File: config.mk
export PLATFORM = sky130hd
export DESIGN_NAME = spi_dev_router
export DESIGN_NICKNAME = d
export VERILOG_FILES = /design/src/rtl/spi_dev_router.sv
export SDC_FILE = /design/constraint.sdc
export NUM_CORES = 1
export LEC_CHECK = 0
export CAP_MARGIN = 25
export CORE_MARGIN = 2
export CORE_UTILIZATION = 40
export CTS_CLUSTER_SIZE = 25
export DETAILED_ROUTE_END_ITERATION = 7
export PLACE_DENSITY = 0.68
export SLEW_MARGIN = 15
export SYNTH_ARGS = -nofsm -noshare
export SYNTH_HDL_FRONTEND = slang
export SYNTH_SLANG_ARGS = --single-unit
File: constraint.sdc
create_clock -name clk_ref -period 2.99 [get_ports clk_ref]
set_clock_uncertainty 0.15 [all_clocks]
set_input_delay 0.598 -clock clk_ref [delete_from_list [all_inputs] [get_ports clk_ref]]
set_output_delay 0.598 -clock clk_ref [all_outputs]
set_load 0.1 [all_outputs]
File: src/rtl/spi_dev_router.sv
// -----------------------------------------------------------------------------
// spi_dev_router
//
// Routes a host SPI port to one of NUM_DEV downstream devices. The first CMD_W
// bits clocked in after host_csn falls form a command. After a fixed pause of
// GAP_CYCLES clocks, a command of 1..NUM_DEV selects device (cmd-1). For the
// rest of the frame that device's chip select is held low. Its LDAC is also
// held low if LDAC_MASK enables it. Up to RX_W bits of the device's MISO are
// captured. Any other command is reported on cmd_err, and the frame is drained.
//
// Ports
//   clk_ref      system clock, all logic on the rising edge
//   sys_rst      synchronous reset, active-high
//   host_csn     host chip select (async, active-low)
//   host_sck     host SPI clock (async, CPOL=CPHA=0)
//   host_sdi     host MOSI (async)
//   host_sdo     host MISO: selected dev_sdo while routing, else 0
//   dev_csn      per-device chip select, active-low, registered
//   dev_ldac_n   per-device LDAC, active-low, registered
//   dev_sck      host_sck passthrough to all devices
//   dev_sdi      host_sdi passthrough to all devices
//   dev_sdo      per-device MISO (async)
//   busy         high whenever the FSM is not idle
//   rx_data      MISO bits captured in the last routed frame, MSB first
//   rx_valid     one-cycle pulse when a routed frame closes
//   cmd_err      one-cycle pulse on an invalid command
//   frame_abort  one-cycle pulse when host_csn rises before routing starts
// -----------------------------------------------------------------------------
module spi_dev_router #(
  parameter int                 NUM_DEV    = 4,
  parameter int                 CMD_W      = 8,
  parameter int                 GAP_CYCLES = 22,
  parameter int                 RX_W       = 16,
  parameter logic [NUM_DEV-1:0] LDAC_MASK  = NUM_DEV'(4'b0010)
) (
  input  logic               clk_ref,
  input  logic               sys_rst,
  input  logic               host_csn,
  input  logic               host_sck,
  input  logic               host_sdi,
  output logic               host_sdo,
  output logic [NUM_DEV-1:0] dev_csn,
  output logic [NUM_DEV-1:0] dev_ldac_n,
  output logic               dev_sck,
  output logic               dev_sdi,
  input  logic [NUM_DEV-1:0] dev_sdo,
  output logic               busy,
  output logic [RX_W-1:0]    rx_data,
  output logic               rx_valid,
  output logic               cmd_err,
  output logic               frame_abort
);

  localparam int SEL_W = (NUM_DEV > 1) ? $clog2(NUM_DEV) : 1;
  localparam int BIT_W = $clog2(CMD_W + 1);
  localparam int GAP_W = (GAP_CYCLES > 1) ? $clog2(GAP_CYCLES) : 1;
  localparam int RXC_W = $clog2(RX_W + 1);

  typedef enum logic [2:0] {
    S_IDLE, S_CMD, S_GAP, S_ROUTE, S_DRAIN, S_DONE
  } state_t;

  // ---------------------------------------------------------------------------
  // Input synchronisers. These registers are left out of reset on purpose.
  // They keep tracking the pins while sys_rst is high. A host_csn that is
  // already low when reset releases therefore does not look like a new fall,
  // and the frame that was interrupted is not resumed.
  // ---------------------------------------------------------------------------
  logic [1:0]         csn_sync_q, sck_sync_q, sdi_sync_q;
  logic               csn_prev_q, sck_prev_q;
  logic [NUM_DEV-1:0] sdo_meta_q, sdo_sync_q;

  always_ff @(posedge clk_ref) begin
    csn_sync_q <= {csn_sync_q[0], host_csn};
    sck_sync_q <= {sck_sync_q[0], host_sck};
    sdi_sync_q <= {sdi_sync_q[0], host_sdi};
    csn_prev_q <= csn_sync_q[1];
    sck_prev_q <= sck_sync_q[1];
    sdo_meta_q <= dev_sdo;
    sdo_sync_q <= sdo_meta_q;
  end

  logic csn_rise, csn_fall, sck_rise;
  assign csn_rise =  csn_sync_q[1] & ~csn_prev_q;
  assign csn_fall = ~csn_sync_q[1] &  csn_prev_q;
  assign sck_rise =  sck_sync_q[1] & ~sck_prev_q;

  // ---------------------------------------------------------------------------
  // State and datapath registers
  // ---------------------------------------------------------------------------
  state_t             state_q, state_d;
  logic [BIT_W-1:0]   bit_cnt_q, bit_cnt_d;
  logic [GAP_W-1:0]   gap_cnt_q, gap_cnt_d;
  logic [RXC_W-1:0]   rx_cnt_q, rx_cnt_d;
  logic [CMD_W-1:0]   cmd_q, cmd_d;
  logic [SEL_W-1:0]   sel_q, sel_d;
  logic [RX_W-1:0]    rx_data_q, rx_data_d;
  logic [NUM_DEV-1:0] dev_csn_q, dev_csn_d;
  logic [NUM_DEV-1:0] dev_ldac_q, dev_ldac_d;
  logic               rx_valid_q, rx_valid_d;
  logic               cmd_err_q, cmd_err_d;
  logic               frame_abort_q, frame_abort_d;

  always_ff @(posedge clk_ref) begin
    if (sys_rst) begin
      state_q       <= S_IDLE;
      bit_cnt_q     <= '0;
      gap_cnt_q     <= '0;
      rx_cnt_q      <= '0;
      cmd_q         <= '0;
      sel_q         <= '0;
      rx_data_q     <= '0;
      dev_csn_q     <= '1;
      dev_ldac_q    <= '1;
      rx_valid_q    <= 1'b0;
      cmd_err_q     <= 1'b0;
      frame_abort_q <= 1'b0;
    end else begin
      state_q       <= state_d;
      bit_cnt_q     <= bit_cnt_d;
      gap_cnt_q     <= gap_cnt_d;
      rx_cnt_q      <= rx_cnt_d;
      cmd_q         <= cmd_d;
      sel_q         <= sel_d;
      rx_data_q     <= rx_data_d;
      dev_csn_q     <= dev_csn_d;
      dev_ldac_q    <= dev_ldac_d;
      rx_valid_q    <= rx_valid_d;
      cmd_err_q     <= cmd_err_d;
      frame_abort_q <= frame_abort_d;
    end
  end

  // The command is compared at full width. Zero and anything above NUM_DEV
  // are rejected.
  logic             cmd_ok;
  logic [SEL_W-1:0] cmd_sel;
  logic             gap_done, cmd_last;
  assign cmd_ok   = (cmd_q != '0) && (cmd_q <= CMD_W'(NUM_DEV));
  assign cmd_sel  = SEL_W'(cmd_q - CMD_W'(1));
  assign gap_done = (gap_cnt_q == GAP_W'(GAP_CYCLES - 1));
  assign cmd_last = (bit_cnt_q == BIT_W'(CMD_W - 1));

  // ---------------------------------------------------------------------------
  // Next-state logic. csn rise takes priority over the final command bit.
  // ---------------------------------------------------------------------------
  always_comb begin
    state_d = state_q;
    unique case (state_q)
      S_IDLE:  if (csn_fall) state_d = S_CMD;
      S_CMD: begin
        if (csn_rise)                  state_d = S_IDLE;
        else if (sck_rise && cmd_last) state_d = S_GAP;
      end
      S_GAP: begin
        if (csn_rise)      state_d = S_IDLE;
        else if (gap_done) state_d = cmd_ok ? S_ROUTE : S_DRAIN;
      end
      S_ROUTE: if (csn_rise) state_d = S_DONE;
      S_DRAIN: if (csn_rise) state_d = S_DONE;
      S_DONE:  state_d = S_IDLE;
      default: state_d = S_IDLE;
    endcase
  end

  // ---------------------------------------------------------------------------
  // Datapath and registered-output next values
  // ---------------------------------------------------------------------------
  always_comb begin
    bit_cnt_d     = bit_cnt_q;
    gap_cnt_d     = gap_cnt_q;
    rx_cnt_d      = rx_cnt_q;
    cmd_d         = cmd_q;
    sel_d         = sel_q;
    rx_data_d     = rx_data_q;
    dev_csn_d     = dev_csn_q;
    dev_ldac_d    = dev_ldac_q;
    rx_valid_d    = 1'b0;
    cmd_err_d     = 1'b0;
    frame_abort_d = 1'b0;
    unique case (state_q)
      S_IDLE: begin
        if (csn_fall) begin
          bit_cnt_d = '0;
          cmd_d     = '0;
          rx_cnt_d  = '0;
          rx_data_d = '0;
        end
      end
      S_CMD: begin
        if (csn_rise) begin
          frame_abort_d = 1'b1;
        end else if (sck_rise) begin
          cmd_d     = {cmd_q[CMD_W-2:0], sdi_sync_q[1]};
          bit_cnt_d = bit_cnt_q + 1'b1;
          if (cmd_last) gap_cnt_d = '0;
        end
      end
      S_GAP: begin
        if (csn_rise) begin
          frame_abort_d = 1'b1;
        end else begin
          gap_cnt_d = gap_cnt_q + 1'b1;
          if (gap_done) begin
            if (cmd_ok) begin
              sel_d              = cmd_sel;
              dev_csn_d[cmd_sel] = 1'b0;
              if (LDAC_MASK[cmd_sel]) dev_ldac_d[cmd_sel] = 1'b0;
            end else begin
              cmd_err_d = 1'b1;
            end
          end
        end
      end
      S_ROUTE: begin
        // A bit that arrives on the same edge as csn rise is still captured.
        if (sck_rise && (rx_cnt_q < RXC_W'(RX_W))) begin
          rx_data_d = {rx_data_q[RX_W-2:0], sdo_sync_q[sel_q]};
          rx_cnt_d  = rx_cnt_q + 1'b1;
        end
        if (csn_rise) begin
          dev_csn_d  = '1;
          dev_ldac_d = '1;
          rx_valid_d = 1'b1;
        end
      end
      default: ;
    endcase
  end

  // ---------------------------------------------------------------------------
  // Outputs
  // ---------------------------------------------------------------------------
  assign busy        = (state_q != S_IDLE);
  assign host_sdo    = (state_q == S_ROUTE) ? dev_sdo[sel_q] : 1'b0;
  assign dev_sck     = host_sck;
  assign dev_sdi     = host_sdi;
  assign dev_csn     = dev_csn_q;
  assign dev_ldac_n  = dev_ldac_q;
  assign rx_data     = rx_data_q;
  assign rx_valid    = rx_valid_q;
  assign cmd_err     = cmd_err_q;
  assign frame_abort = frame_abort_q;

endmodule

==> flow_summary.yaml <==
place:
  portBuffers: 39
  gp_congestion: 0.7336
  numPlacedInstances: 375
  dp_hpwl_um: 3580
  placed_area_um2: 3082
synth:
  synth_top_area_share_pct: 51.54
  synth_top_area_cell: "dfxtp_1"
  synth_edf_count: 0
  synth.distinct_cells: 49
  yosysSeqAreaShare_pct: 51.54
  yosysWarnings: 0
  synth_most_common_cell: "dfxtp_1"
  async_flop_share_pct: 0
  syn_nets: 287
  avgSynthCellArea_um2: 10.11
  ys_top_cells_by_count: "70 x dfxtp_1, 26 x a21oi_1, 22 x nand3_1, 22 x nor2_1, 21 x nand2_1"
  synth-seq-cells: 70
  ys_top_cells_by_area: "dfxtp_1 52%, a21oi_1 4.8%, ha_1 4.1%"
  syn_inst: 269
  netlist_area_um2: 2719
  ys.flop_type: "dfxtp_1"
sta:
  relSlewSlack_pct: 56.46
  setup_violations: 0
  post-route-period-util_pct: 88.37
  worstMarginPinSlew_ps: 653.1
  report.final.slew_viol_count: 0
  tns_ps: 0
  rsz0062_at_grt: "false"
  fin_hold_ws_ps: 171.9
  hold_viol: 0
  min_period_ps: 2642
  fmaxAchievable_mhz: 378.5
power_and_ir_drop:
  p_sw_uw: 655.2
  leakage_nw: 1.274
  pwr-share-clk_pct: 34.7
  p_sw_share_pct: 30.10
  ir_drop_uv: 358.7
  p_comb_share_pct: 18.6
  seq_power_share_pct: 46.7
  intPower_mw: 1.521
  power_density_nw_per_um2: 663.1
clocking:
  clk_path_buf_depth: 2
  post_cts_buffers: 0
  clock-sinks: 70
  clk_latency_ps: 340
  cts_tree: "yes"
  path_clk_slew_ps: 70
  cts-resized-gates: 0
  cts_buffers: 9
  root_buffer: "clkbuf_8"
  htree_num_levels: 3
  cts_hold_buf: 0
detailed_routing:
  dr.pass1.iters: 4
  routed_wl_um: 5087
  vias: 2006
  via_per_inst: 5.130
  wl_per_cell_um: 13.01
  remaining_drc_errors: 0
  ant_nets: 0
  drtIter0Drc: 84
die:
  fp.dieW_um: 86.45
  die_h_um: 86.45
  die-area_um2: 7473
  io_pins: 40
  initial_core_util_pct: 40.69
  rows: 30
  core_area_um2: 6681
critical_path:
  reg2regPathDepth: 7
  end_kind: "output pin"
  startpoint_type: "primary input"
  crit_start: "dev_sdo[3]"
  path_class: "in2out"
  cp.required_ps: 2240
  r2r_start: "cmd_q[0]"
  path_max_fanout: 2
  arrival_ps: 1890
cells_and_area:
  instances_no_fill: 391
  diodes: 0
  drive_gt1_share_pct: 19.94
  ff_latch_area_um2: 1401
  area_growth_pct: 20.71
  multi_input_area_um2: 1204
  fin_area_um2: 3282
  fill_cells: 632
  fin_nets: 324
global_routing:
  grt_usage_pct: 14.60
  grt_first_pass_wirelength_um: 8431
  grt_max_degree: 25
  antenna_found_initial: 0
  grt-ovfl-total: 0
  grt_pass1_vias: 1883
run:
  cap_violations: 0
min_path:
  hold_depth: 0
  hold_path_class: "reg2reg"
  holdCritStartpoint: "sdo_meta_q[1]"
run_status:
  status: "completed"
[per-layer routing]
metal | routed length [µm] | track usage [%] | part of all wire (%)
met5 | 0 | 0 | 0
met1 | 2357 | 17.58 | 46
met2 | 2399 | 22.66 | 47
met4 | 89 | 7.386 | 1.7
met3 | 241 | 5.714 | 4.7
[layout by cell type, fill, tap and decap left out, drive strengths merged, types with 4 or more instances in the layout]
master and instances:
nand3 22, nand2 21, buf 32, nor2 24, a211oi 4, nor2b 4, ha 9, dfxtp 70
or3 4, xnor2 6, clkdlybuf4s50 8, inv 5, a22o 9, o21ai 5, a31oi 4, nor3 8
clkbuf 12, a21oi 26
[worst max-delay path: stages]
cell	delay (ps)
clkdlybuf4s50_1	410
mux4_2	470
and3_1	240
buf_12	180
[flip-flops by register name (all words and copies together) (netlist names), 5 cells and up]
| signal | count |
|---|---|
| cmd_q | 8 |
| gap_cnt_q | 5 |
| rx_cnt_q | 5 |
| rx_data | 16 |
[cells by family after synthesis]
| logic type | count (synthesis) | synth area share, % |
|---|---|---|
| AO/OA/AOI/OAI | 58 | 14.73 |
| XOR/XNOR | 8 | 2.577 |
| adder cells (fa/ha/maj) | 9 | 4.142 |
| buffers and inverters | 19 | 4.188 |
| flip-flops | 70 | 51.54 |
| multiplexers | 4 | 2.439 |
| AND/OR/NAND/NOR | 101 | 20.39 |
[per-stage QoR]
step	power, mW	utilization [%]	worst slack [ps]
2_1_floorplan	1.377	-	654.0
3_3_place_gp	1.436	46.12	337.6
3_5_place_dp	1.442	46.12	338.9
4_1_cts	2.201	49.12	338.9
5_1_grt	2.276	49.12	308.6
6_report	2.176	49.12	347.8
[path summary, 6_finish.rpt]
| path | endpoint | slack, ps |
|---|---|---|
| max | host_sdo | 350 |
| min | sdo_sync_q[1] | 170 |
| max reg2reg | sel_q[1] | 880 |
| min reg2reg | sdo_sync_q[1] | 170 |
[power groups by stage]
stage | sequential, mW | combinational [mW] | clock, mW
floorplan | 1.03 | 0.350 | 0
global placement | 1.04 | 0.400 | 0
detailed placement | 1.04 | 0.404 | 0
CTS | 1.02 | 0.405 | 0.779
global route | 1.02 | 0.435 | 0.819
finish | 1.02 | 0.404 | 0.755
[area by class of cell]
cell class	count	area share [%]
clock inverters	4	1.372
clock buffers	12	4.727
inverters	5	0.5719
repair buffers	40	10.90
multi-input cells	180	36.68
well taps	80	3.050
flip-flops and latches	70	42.70
(Power assumes the default switching activity.)
